$ cat src/rtl/branch_resolve_queue_if.sv
// Branch resolve queue bus: decode enqueue, memory-stage resolve,
// history-table update, fetch redirect and status.
interface branch_resolve_queue_if #(
    parameter int PTR_W = 2
);
    logic             enq_valid;
    logic [31:0]      enq_pc;
    logic             enq_pred;
    logic [31:0]      enq_target;
    logic             enq_ready;
    logic             res_valid;
    logic             res_taken;
    logic [31:0]      res_target;
    logic             upd_valid;
    logic [31:0]      upd_addr;
    logic             upd_taken;
    logic             flush;
    logic [31:0]      redirect_pc;
    logic [PTR_W:0]   occupancy;
    logic [15:0]      mispredict_cnt;
    logic             err_overflow;
    logic             err_underflow;

    modport master (
        output enq_valid, enq_pc, enq_pred, enq_target,
        output res_valid, res_taken, res_target,
        input  enq_ready, upd_valid, upd_addr, upd_taken,
        input  flush, redirect_pc, occupancy, mispredict_cnt,
        input  err_overflow, err_underflow
    );

    modport slave (
        input  enq_valid, enq_pc, enq_pred, enq_target,
        input  res_valid, res_taken, res_target,
        output enq_ready, upd_valid, upd_addr, upd_taken,
        output flush, redirect_pc, occupancy, mispredict_cnt,
        output err_overflow, err_underflow
    );
endinterface

$ cat src/rtl/branch_resolve_queue.sv
// In-order queue of predicted branches; resolves the head entry and
// drives history update plus mispredict flush/redirect.
module branch_resolve_queue #(
    parameter int DEPTH = 4,
    parameter int PTR_W = 2
) (
    input logic                  clk,
    input logic                  reset,
    branch_resolve_queue_if.slave bus
);

    localparam logic [PTR_W:0]   OCC_FULL = (PTR_W+1)'(DEPTH);
    localparam logic [PTR_W:0]   OCC_ONE  = (PTR_W+1)'(1);
    localparam logic [PTR_W-1:0] PTR_ONE  = PTR_W'(1);

    logic [31:0]      pc_q  [DEPTH];
    logic [31:0]      tgt_q [DEPTH];
    logic [DEPTH-1:0] pred_q;

    logic [PTR_W-1:0] rd_ptr_q, rd_ptr_d;
    logic [PTR_W-1:0] wr_ptr_q, wr_ptr_d;
    logic [PTR_W:0]   occ_q, occ_d;
    logic             upd_valid_q, upd_valid_d;
    logic [31:0]      upd_addr_q, upd_addr_d;
    logic             upd_taken_q, upd_taken_d;
    logic             flush_q, flush_d;
    logic [31:0]      redirect_q, redirect_d;
    logic [15:0]      mcnt_q, mcnt_d;
    logic             ovf_q, ovf_d;
    logic             udf_q, udf_d;

    logic        full, empty;
    logic        do_res, do_enq, mis;
    logic [31:0] head_pc, head_tgt;
    logic        head_pred;

    assign full      = (occ_q == OCC_FULL);
    assign empty     = (occ_q == '0);
    assign head_pc   = pc_q[rd_ptr_q];
    assign head_tgt  = tgt_q[rd_ptr_q];
    assign head_pred = pred_q[rd_ptr_q];

    assign do_res = bus.res_valid && !empty;
    assign mis    = do_res &&
                    ((head_pred != bus.res_taken) ||
                     (head_pred && bus.res_taken &&
                      (head_tgt != bus.res_target)));
    // A mispredicting resolve means any same-cycle enqueue is wrong-path.
    assign do_enq = bus.enq_valid && !full && !mis;

    always_comb begin
        rd_ptr_d    = rd_ptr_q;
        wr_ptr_d    = wr_ptr_q;
        occ_d       = occ_q;
        upd_valid_d = do_res;
        upd_addr_d  = upd_addr_q;
        upd_taken_d = upd_taken_q;
        flush_d     = mis;
        redirect_d  = redirect_q;
        mcnt_d      = mcnt_q;
        ovf_d       = ovf_q;
        udf_d       = udf_q;

        if (do_enq) begin
            wr_ptr_d = wr_ptr_q + PTR_ONE;
        end

        if (do_res) begin
            rd_ptr_d    = rd_ptr_q + PTR_ONE;
            upd_addr_d  = head_pc;
            upd_taken_d = bus.res_taken;
        end

        unique case ({do_enq, do_res})
            2'b10:   occ_d = occ_q + OCC_ONE;
            2'b01:   occ_d = occ_q - OCC_ONE;
            default: occ_d = occ_q;
        endcase

        // Squash everything younger than the resolved head.
        if (mis) begin
            wr_ptr_d   = rd_ptr_q + PTR_ONE;
            occ_d      = '0;
            redirect_d = bus.res_taken ? bus.res_target
                                       : head_pc + 32'd4;
            if (mcnt_q != 16'hFFFF) begin
                mcnt_d = mcnt_q + 16'd1;
            end
        end

        if (bus.enq_valid && full && !mis) begin
            ovf_d = 1'b1;
        end

        if (bus.res_valid && empty) begin
            udf_d = 1'b1;
        end
    end

    always_ff @(posedge clk or posedge reset) begin
        if (reset) begin
            rd_ptr_q    <= '0;
            wr_ptr_q    <= '0;
            occ_q       <= '0;
            upd_valid_q <= 1'b0;
            upd_addr_q  <= '0;
            upd_taken_q <= 1'b0;
            flush_q     <= 1'b0;
            redirect_q  <= '0;
            mcnt_q      <= '0;
            ovf_q       <= 1'b0;
            udf_q       <= 1'b0;
        end else begin
            rd_ptr_q    <= rd_ptr_d;
            wr_ptr_q    <= wr_ptr_d;
            occ_q       <= occ_d;
            upd_valid_q <= upd_valid_d;
            upd_addr_q  <= upd_addr_d;
            upd_taken_q <= upd_taken_d;
            flush_q     <= flush_d;
            redirect_q  <= redirect_d;
            mcnt_q      <= mcnt_d;
            ovf_q       <= ovf_d;
            udf_q       <= udf_d;
        end
    end

    always_ff @(posedge clk) begin
        if (do_enq) begin
            pc_q[wr_ptr_q]   <= bus.enq_pc;
            tgt_q[wr_ptr_q]  <= bus.enq_target;
            pred_q[wr_ptr_q] <= bus.enq_pred;
        end
    end

    assign bus.enq_ready      = !full;
    assign bus.upd_valid      = upd_valid_q;
    assign bus.upd_addr       = upd_addr_q;
    assign bus.upd_taken      = upd_taken_q;
    assign bus.flush          = flush_q;
    assign bus.redirect_pc    = redirect_q;
    assign bus.occupancy      = occ_q;
    assign bus.mispredict_cnt = mcnt_q;
    assign bus.err_overflow   = ovf_q;
    assign bus.err_underflow  = udf_q;

endmodule
$ cat src/flat_wrapper.sv
// flat-port wrapper written by rule: the top's interface ports become plain ports
module branch_resolve_queue_flat 
#(
    parameter int DEPTH = 4,
    parameter int PTR_W = 2
)
  (clk, reset, bus_enq_valid, bus_enq_pc, bus_enq_pred, bus_enq_target, bus_res_valid, bus_res_taken, bus_res_target, bus_enq_ready, bus_upd_valid, bus_upd_addr, bus_upd_taken, bus_flush, bus_redirect_pc, bus_occupancy, bus_mispredict_cnt, bus_err_overflow, bus_err_underflow);
  branch_resolve_queue_if #(.PTR_W(PTR_W)) bus_i ();
  input logic clk;
  input logic reset;
  input wire logic [$bits(bus_i.enq_valid)-1:0] bus_enq_valid;
  input wire logic [$bits(bus_i.enq_pc)-1:0] bus_enq_pc;
  input wire logic [$bits(bus_i.enq_pred)-1:0] bus_enq_pred;
  input wire logic [$bits(bus_i.enq_target)-1:0] bus_enq_target;
  input wire logic [$bits(bus_i.res_valid)-1:0] bus_res_valid;
  input wire logic [$bits(bus_i.res_taken)-1:0] bus_res_taken;
  input wire logic [$bits(bus_i.res_target)-1:0] bus_res_target;
  output wire logic [$bits(bus_i.enq_ready)-1:0] bus_enq_ready;
  output wire logic [$bits(bus_i.upd_valid)-1:0] bus_upd_valid;
  output wire logic [$bits(bus_i.upd_addr)-1:0] bus_upd_addr;
  output wire logic [$bits(bus_i.upd_taken)-1:0] bus_upd_taken;
  output wire logic [$bits(bus_i.flush)-1:0] bus_flush;
  output wire logic [$bits(bus_i.redirect_pc)-1:0] bus_redirect_pc;
  output wire logic [$bits(bus_i.occupancy)-1:0] bus_occupancy;
  output wire logic [$bits(bus_i.mispredict_cnt)-1:0] bus_mispredict_cnt;
  output wire logic [$bits(bus_i.err_overflow)-1:0] bus_err_overflow;
  output wire logic [$bits(bus_i.err_underflow)-1:0] bus_err_underflow;
  assign bus_i.enq_valid = bus_enq_valid;
  assign bus_i.enq_pc = bus_enq_pc;
  assign bus_i.enq_pred = bus_enq_pred;
  assign bus_i.enq_target = bus_enq_target;
  assign bus_i.res_valid = bus_res_valid;
  assign bus_i.res_taken = bus_res_taken;
  assign bus_i.res_target = bus_res_target;
  assign bus_enq_ready = bus_i.enq_ready;
  assign bus_upd_valid = bus_i.upd_valid;
  assign bus_upd_addr = bus_i.upd_addr;
  assign bus_upd_taken = bus_i.upd_taken;
  assign bus_flush = bus_i.flush;
  assign bus_redirect_pc = bus_i.redirect_pc;
  assign bus_occupancy = bus_i.occupancy;
  assign bus_mispredict_cnt = bus_i.mispredict_cnt;
  assign bus_err_overflow = bus_i.err_overflow;
  assign bus_err_underflow = bus_i.err_underflow;
  branch_resolve_queue #(.DEPTH(DEPTH), .PTR_W(PTR_W)) u_core (.clk(clk), .reset(reset), .bus(bus_i));
endmodule
$ cat config.mk
export PLATFORM = sky130hd
export DESIGN_NAME = branch_resolve_queue_flat
export DESIGN_NICKNAME = d
export VERILOG_FILES = /design/src/rtl/branch_resolve_queue_if.sv /design/src/rtl/branch_resolve_queue.sv /design/src/flat_wrapper.sv
export SDC_FILE = /design/constraint.sdc
export NUM_CORES = 1
export LEC_CHECK = 0
export ABC_AREA = 1
export CAP_MARGIN = 15
export CELL_PAD_IN_SITES_DETAIL_PLACEMENT = 1
export CELL_PAD_IN_SITES_GLOBAL_PLACEMENT = 1
export CORE_ASPECT_RATIO = 0.9
export CORE_MARGIN = 2
export CORE_UTILIZATION = 47
export CTS_CLUSTER_SIZE = 40
export DETAILED_ROUTE_END_ITERATION = 10
export PLACE_DENSITY_LB_ADDON = 0.1
export SLEW_MARGIN = 20
export SYNTH_ARGS = -nofsm -noshare
export SYNTH_HDL_FRONTEND = slang
export SYNTH_SLANG_ARGS = --single-unit
$ cat constraint.sdc
create_clock -name clk -period 9.15 [get_ports clk]
set_clock_uncertainty 0.2 [all_clocks]
set_input_delay 1.83 -clock clk [delete_from_list [all_inputs] [get_ports clk]]
set_output_delay 1.83 -clock clk [all_outputs]
set_load 0.1 [all_outputs]
==> results of run 1 <==
worst paths after layout:
kind	from	to	slack, ns	cells after the start
min in group asynchronous	reset	u_core.bus.redirect_pc[18]$_DFFE_PP0P_	1.48	2
max	u_core.rd_ptr_q[0]$_DFFE_PP0P_	u_core.tgt_q[0][0]$_DFFE_PP_	3.66	18
max in group asynchronous	reset	u_core.rd_ptr_q[0]$_DFFE_PP0P_	5.96	3
min	u_core.bus.redirect_pc[4]$_DFFE_PP0P_	u_core.bus.redirect_pc[4]$_DFFE_PP0P_	0.28	2
min reg2reg	u_core.bus.redirect_pc[4]$_DFFE_PP0P_	u_core.bus.redirect_pc[4]$_DFFE_PP0P_	0.28	2
max reg2reg	u_core.rd_ptr_q[0]$_DFFE_PP0P_	u_core.tgt_q[0][0]$_DFFE_PP_	3.66	18
cell type report:
class / count / area [um^2] / area share
Inverter: 103 / 390 / 0.0203
Clock inverter: 10 / 75.1 / 0.00391
Sequential cell: 352 / 10100 / 0.527
Multi-Input combinational cell: 1100 / 4930 / 0.257
Tap cell: 422 / 528 / 0.0275
Timing Repair Buffer: 210 / 2050 / 0.107
Clock buffer: 61 / 1110 / 0.0579
cell usage after synthesis (all sizes together), types with 3 or more instances:
cell / n
nor2: 222
xnor2: 7
xor2: 23
nor3: 8
a31oi: 16
a21oi: 3
nand4: 5
o21ai: 113
nand3: 123
edfxtp: 260
inv: 103
dfrtp: 92
o22ai: 4
buf: 51
nand2: 545
ha: 8
nand3b: 15
clkbuf: 17
cell families (layout without fill, tap and decap cells):
family                   after synthesis  in the layout  share of synthesized area
AND/OR/NAND/NOR                      921            921                      0.238
flip-flops                           352            352                      0.639
buffers and inverters                171            384                     0.0516
AO/OA/AOI/OAI                        139            139                     0.0464
XOR/XNOR                              30             30                     0.0166
adder cells (fa/ha/maj)                9              9                    0.00759
multiplexers                           1              1                   0.000633
worst register-to-register path: stages, from the launching register on:
cell and delay, ns:
sky130_fd_sc_hd__dfrtp_4 0.64, sky130_fd_sc_hd__clkinv_2 0.56, sky130_fd_sc_hd__buf_4 0.55, sky130_fd_sc_hd__nand2_1 0.16, sky130_fd_sc_hd__nand3_1 0.12, sky130_fd_sc_hd__nand2_1 0.14, sky130_fd_sc_hd__nand2_1 0.07, sky130_fd_sc_hd__nand2_1 0.10
sky130_fd_sc_hd__nand3_1 0.07, sky130_fd_sc_hd__nor2_1 0.11, sky130_fd_sc_hd__nand2_1 0.14, sky130_fd_sc_hd__nor2_1 0.14, sky130_fd_sc_hd__nand2_1 0.08, sky130_fd_sc_hd__nand2_1 0.12, sky130_fd_sc_hd__nand2_1 0.10, sky130_fd_sc_hd__nand2_1 0.11
sky130_fd_sc_hd__nand2_2 0.16, sky130_fd_sc_hd__nor2_4 0.83, sky130_fd_sc_hd__buf_4 0.69
per-stage QoR:
stage | hold WS (ns) | total power [mW] | worst slack [ns]
4_1_cts | 0.282 | 7.57 | 3.64
6_report | 0.280 | 7.53 | 3.66
3_5_place_dp | 0.266 | 6.05 | 3.40
3_3_place_gp | 0.253 | 5.94 | 3.55
5_1_grt | 0.313 | 7.93 | 3.26
2_1_floorplan | 0.315 | 5.00 | 2.97
flip-flops by register name, indices dropped and copies added (netlist names):
| register | count |
|---|---|
| u_core.tgt_q | 128 |
| u_core.pc_q | 128 |
| u_core.bus.upd_taken | 1 |
| u_core.bus.occupancy | 3 |
| u_core.bus.err_underflow | 1 |
| u_core.bus.upd_addr | 32 |
| u_core.bus.mispredict_cnt | 16 |
| u_core.bus.err_overflow | 1 |
| u_core.pred_q | 4 |
| u_core.bus.upd_valid | 1 |
| u_core.bus.flush | 1 |
| u_core.bus.redirect_pc | 32 |
| u_core.wr_ptr_q | 2 |
| u_core.rd_ptr_q | 2 |
where the power goes:
part,internal (mW),total (mW),switching [mW],leakage (nW)
Combinational,0.844,3.66,2.82,3.70
Sequential,2.14,2.39,0.251,3.51
Clock,0.864,1.48,0.615,0.575
layer usage:
metal / up-vias / routed length (um) / track usage / part of all wire
met5: - / 0 / 0 / 0
met4: 0 / 1010 / 0.0786 / 0.021
met3: 71 / 2790 / 0.0461 / 0.058
met2: 347 / 23700 / 0.477 / 0.49
met1: 6113 / 20600 / 0.377 / 0.43
li1: 5713 / - / - / -
==> impl_metrics.tcl, run 1 <==
set metrics [dict create \
    drt_pass1_iterations 5 \
    drc 0 \
    global_route.overflow_total 0 \
    h-tree-depth 2 \
    worstSetupStartpointType "register" \
    coreArea_um2 33000 \
    cts_resized 0 \
    antenna_found_initial 0 \
    timing.final.crit_share 0.600 \
    pin_count_of_the_biggest_net_entering_global_routing 66 \
    worst-setup-path-type "register to register" \
    die-area_um2 35100 \
    first_global_vias 13000 \
    postRouteAntennaNets 0 \
    area.growth.synth_to_final_pct 21.4 \
    critPathBufInv 3 \
    finish.instance_area_um2 19200 \
    path_cells "clkinv_2, buf_4, nand2_1, nand3_1, nand2_1, nand2_1, nand2_1, nand3_1, nor2_1, nand2_1, nor2_1, nand2_1, nand2_1, nand2_1, nand2_1, nand2_2, nor2_4, buf_4" \
    critical_path.top_delay_family "simple AND/OR/NAND/NOR gates" \
    timing.final.setup_violations 0 \
    clk_root_buffer_cell "sky130_fd_sc_hd__clkbuf_16" \
    power_density_nw_per_um2 392 \
    crit_path_top_delay_cell "sky130_fd_sc_hd__nor2_4" \
    endpoint_kind "register" \
    die-width_um 197 \
    finish.net_count 1918 \
    synth_top_cell_by_area "sky130_fd_sc_hd__edfxtp_1" \
    routed_wirelength_um 48100 \
    crit_required_ns 9.11 \
    drive_gt1_frac 0.0556 \
    layout_common_cells "sky130_fd_sc_hd__nand2_1, sky130_fd_sc_hd__edfxtp_1, sky130_fd_sc_hd__nor2_1, sky130_fd_sc_hd__clkdlybuf4s50_1, sky130_fd_sc_hd__nand3_1" \
    static-leakage-power_nw 7.79 \
    clock_sinks 352 \
    status "finished, final reports clean" \
    finalCriticalPeriod_ns 5.49 \
    final.fill_count 3651 \
    maxSlewHeadroom 0.234 \
    drt_iter0_markers 873 \
    insertedDiodeCount 0 \
    place_congestion 0.875 \
    yosys.cell_types.count 36 \
    clk_path_buf_depth 3 \
    synth_edf_count 260 \
    detailed_place.area_um2 18000 \
    cts.hold.buffers_added 0 \
    min-delay-path-class "register to register" \
    synth_area_per_cell_um2 9.75 \
    ios 191 \
    crit_path_max_fanout 52 \
    place.port_buffers 190 \
    maximum_frequency_from_static_timing_analysis_mhz 182 \
    synth_area_leaders "sky130_fd_sc_hd__edfxtp_1, sky130_fd_sc_hd__dfrtp_1, sky130_fd_sc_hd__nand2_1" \
    synthArstFlopShare 0.261 \
    synth-main-ff-cell "sky130_fd_sc_hd__edfxtp_1" \
    crit_top_cell "sky130_fd_sc_hd__nand2_1" \
    cts-buffers-inserted 40 \
    routedWlPerCell_um 21.3 \
    final.setup.tns_ns 0 \
    wire_length_of_the_first_global_routing_pass_um 74300 \
    avgViaCountPerCell 5.42 \
    dieHeight_um 178 \
    setup_repair_after_global_routing_missed_its_margin "no" \
    hold_viol_final 0 \
    routed-via-count 12200 \
    data_arrival_critical_path_ns 5.45 \
    dp.cells 2187 \
    power.ir.vdd_worst_uv 279 \
    synth_nets 1734 \
    placementRows 63 \
    global_route.usage.total 0.281 \
    worstSkewPairLatency_ns 0.53 \
    cts_tree "done" \
    report.final.slew_viol_count 0 \
    drv_cap 0 \
    yosysTopAreaCellShare 0.494 \
    postCtsSetupBuffers 0 \
    synthCells 1623 \
    start_util 0.479 \
    yosys_register_bits 352 \
    final_core_utilization 0.581 \
    register_area_share_after_synthesis 0.639 \
    worst_path_largest_cell_delay_ns 0.83 \
    yosysWarningCount 0 \
    layout.cells.non_filler 2258 \
    post-dp-hpwl_um 32000 \
    worst-slew-pin-transition_ns 1.15 \
    most_common_cell_after_layout_fill_and_taps_aside "sky130_fd_sc_hd__nand2_1" \
    synth_area_um2 15800 \
    cts_clock_pin_slew_for_the_worst_setup_and_hold_paths_ns 0.05 \
]
Note: power is estimated with default switching activity, not from simulation.
==> inputs of run 2 (changes only) <==
--- a/config.mk
+++ b/config.mk
@@ -11,7 +11,7 @@
 export CELL_PAD_IN_SITES_GLOBAL_PLACEMENT = 1
 export CORE_ASPECT_RATIO = 0.9
 export CORE_MARGIN = 2
-export CORE_UTILIZATION = 47
+export CORE_UTILIZATION = 43
 export CTS_CLUSTER_SIZE = 40
 export DETAILED_ROUTE_END_ITERATION = 10
 export PLACE_DENSITY_LB_ADDON = 0.1
==> constraint.sdc (replaced) <==
create_clock -name clk -period 5.45 [get_ports clk]
set_clock_uncertainty 0.2 [all_clocks]
set_input_delay 1.09 -clock clk [delete_from_list [all_inputs] [get_ports clk]]
set_output_delay 1.09 -clock clk [all_outputs]
set_load 0.1 [all_outputs]
==> run 2 against run 1 <==
Net effect: flip-flop and latch count unchanged; setup slack lost 2.5 ns; register-to-register slack got worse by 2.5 ns; routed wire length decreased by 0.56%; die area increased by 9.1%; critical path depth rose by 2; cell count grew 2.6%; clock power rose by 80%; critical endpoint is now u_core.bus.occupancy[2]$_DFFE_PP0P_; largest power group unchanged.
==> impl_metrics.tcl, run 2 (same netlist as run 1, synthesis figures left out) <==
set metrics [dict create \
    endpoint_kind "register" \
    detailed_place.area_um2 18200 \
    drt_pass1_iterations 5 \
    finish.instance_area_um2 19500 \
    global_route.overflow_total 0 \
    reg.largest.list "u_core.pc_q: 128 flops, u_core.tgt_q: 128 flops" \
    cell_internal_pwr_mw 6.66 \
    clk_path_buf_depth 3 \
    setup_repair_after_global_routing_missed_its_margin "no" \
    drive_gt1_frac 0.0636 \
    worstSkewPairLatency_ns 0.54 \
    ios 191 \
    die-width_um 206 \
    met1Wirelength_um 21600 \
    first_global_vias 12500 \
    worstSetupStartpointType "register" \
    routed.top_layer "met4" \
    comb_power_share 0.486 \
    worstSetupStartpoint "u_core.rd_ptr_q[0]$_DFFE_PP0P_" \
    cts_resized 0 \
    clk_root_buffer_cell "sky130_fd_sc_hd__clkbuf_16" \
    min-delay-path-class "register to register" \
    crit_required_ns 5.65 \
    maxSlewHeadroom 0.279 \
    drt_iter0_markers 659 \
    postCtsSetupBuffers 0 \
    worst-setup-path-type "register to register" \
    dr_wl_met3_um 2360 \
    finalCriticalPeriod_ns 4.26 \
    report.final.slew_viol_count 0 \
    reg2reg_slack_ns 1.19 \
    timing.hold.worst.start "u_core.bus.err_underflow$_DFFE_PP0P_" \
    clock_sinks 352 \
    static-leakage-power_nw 7.88 \
    rr_startpoint "u_core.rd_ptr_q[0]$_DFFE_PP0P_" \
    dieHeight_um 186 \
    switching_power_mw 6.16 \
    layout_common_cells "sky130_fd_sc_hd__nand2_1, sky130_fd_sc_hd__edfxtp_1, sky130_fd_sc_hd__nor2_1, sky130_fd_sc_hd__clkdlybuf4s50_1, sky130_fd_sc_hd__nand3_1" \
    maximum_frequency_from_static_timing_analysis_mhz 235 \
    power_density_nw_per_um2 658 \
    area.growth.synth_to_final_pct 23.1 \
    pin_count_of_the_biggest_net_entering_global_routing 86 \
    final.setup.tns_ns 0 \
    worst-slew-pin-transition_ns 1.08 \
    met2_wire_length_um 22800 \
    crit_path_max_fanout 85 \
    cts_clock_pin_slew_for_the_worst_setup_and_hold_paths_ns 0.06 \
    timing.final.setup_violations 0 \
    data_arrival_critical_path_ns 4.46 \
    status "finished, final reports clean" \
    insertedDiodeCount 0 \
    fin_total_pwr_mw 12.8 \
    global_route.usage.total 0.254 \
    wire_length_of_the_first_global_routing_pass_um 72700 \
    power.ir.vdd_worst_uv 519 \
    seq_power_share 0.307 \
    most_common_cell_after_layout_fill_and_taps_aside "sky130_fd_sc_hd__nand2_1" \
    avgViaCountPerCell 5.21 \
    timing.final.crit_share 0.782 \
    postRouteAntennaNets 0 \
    antenna_found_initial 0 \
    drv_cap 0 \
    post-dp-hpwl_um 31800 \
    h-tree-depth 2 \
    switching_fraction 0.481 \
    placementRows 66 \
    cts_tree "done" \
    finish.net_count 1922 \
    drc 0 \
    cts.hold.buffers_added 0 \
    start_util 0.437 \
    routed_wirelength_um 47800 \
    die-area_um2 38300 \
    coreArea_um2 36200 \
    cts-buffers-inserted 39 \
    routed-via-count 12100 \
    place_congestion 0.859 \
    power.clock.fraction 0.207 \
    place.port_buffers 190 \
    hold_viol_final 0 \
    routedWlPerCell_um 20.6 \
]
run 2: cell count changes in the layout (fill, tap and decap cells not counted), sizes merged:
cell,delta
buf,+5
bufinv,+3
clkinvlp,+2
clkbuf,-6
run 2: routing by layer:
layer	vias up	GRT usage
met2	291	0.426
met3	73	0.0350
met4	0	0.0751
met5	-	0
li1	5724	-
met1	5983	0.344
run 2: final timing paths:
check / endpoint / cells past startpoint
min in group asynchronous: u_core.bus.redirect_pc[26]$_DFFE_PP0P_ / 2
setup / recovery: u_core.bus.occupancy[2]$_DFFE_PP0P_ / 20
max in group asynchronous: u_core.bus.upd_addr[31]$_DFFE_PP0P_ / 3
setup reg to reg: u_core.bus.occupancy[2]$_DFFE_PP0P_ / 20
hold / removal: u_core.bus.err_underflow$_DFFE_PP0P_ / 1
hold reg to reg: u_core.bus.err_underflow$_DFFE_PP0P_ / 1
run 2: stage by stage:
step	instances	setup WS [ns]	hold WS, ns	utilization
floorplan	1623	-0.273	0.315	-
global placement	2246	1.09	0.255	0.503
detailed placement	2246	1.06	0.256	0.503
CTS	2316	1.19	0.269	0.538
global route	2316	0.729	0.283	0.538
finish	2316	1.19	0.264	0.538
run 2: final cells by class:
type	count	area (um^2)
Sequential cell	352	10100
Clock inverter	15	184
Multi-Input combinational cell	1100	4930
Fill cell	4015	16700
Tap cell	476	596
Inverter	103	390
Timing Repair Buffer	215	2150
Clock buffer	55	1110
run 2: power by group through the flow:
stage	clock (mW)	sequential, mW	combinational [mW]
3_5_place_dp	0	3.98	6.25
4_1_cts	2.71	3.93	6.29
6_report	2.66	3.93	6.23
2_1_floorplan	0	5.78	2.62
3_3_place_gp	0	3.96	6.12
5_1_grt	2.81	3.99	6.74
run 2: critical path, cell delays in order (launching register included):
cell and delay [ns]:
sky130_fd_sc_hd__dfrtp_4 0.41, sky130_fd_sc_hd__buf_4 0.71, sky130_fd_sc_hd__nand2_1 0.15, sky130_fd_sc_hd__nand3_1 0.16, sky130_fd_sc_hd__nand3_1 0.09, sky130_fd_sc_hd__nand2_1 0.08, sky130_fd_sc_hd__nand2_1 0.10, sky130_fd_sc_hd__nor2_1 0.13
sky130_fd_sc_hd__nand2_1 0.07, sky130_fd_sc_hd__nor2_1 0.24, sky130_fd_sc_hd__nand2_1 0.11, sky130_fd_sc_hd__nand2_1 0.14, sky130_fd_sc_hd__nand2_1 0.09, sky130_fd_sc_hd__nand2_1 0.10, sky130_fd_sc_hd__nand2_2 0.16, sky130_fd_sc_hd__ha_1 0.27
sky130_fd_sc_hd__fa_1 0.39, sky130_fd_sc_hd__a21oi_1 0.15, sky130_fd_sc_hd__o21ai_0 0.11, sky130_fd_sc_hd__xor2_1 0.15, sky130_fd_sc_hd__nor2_1 0.06
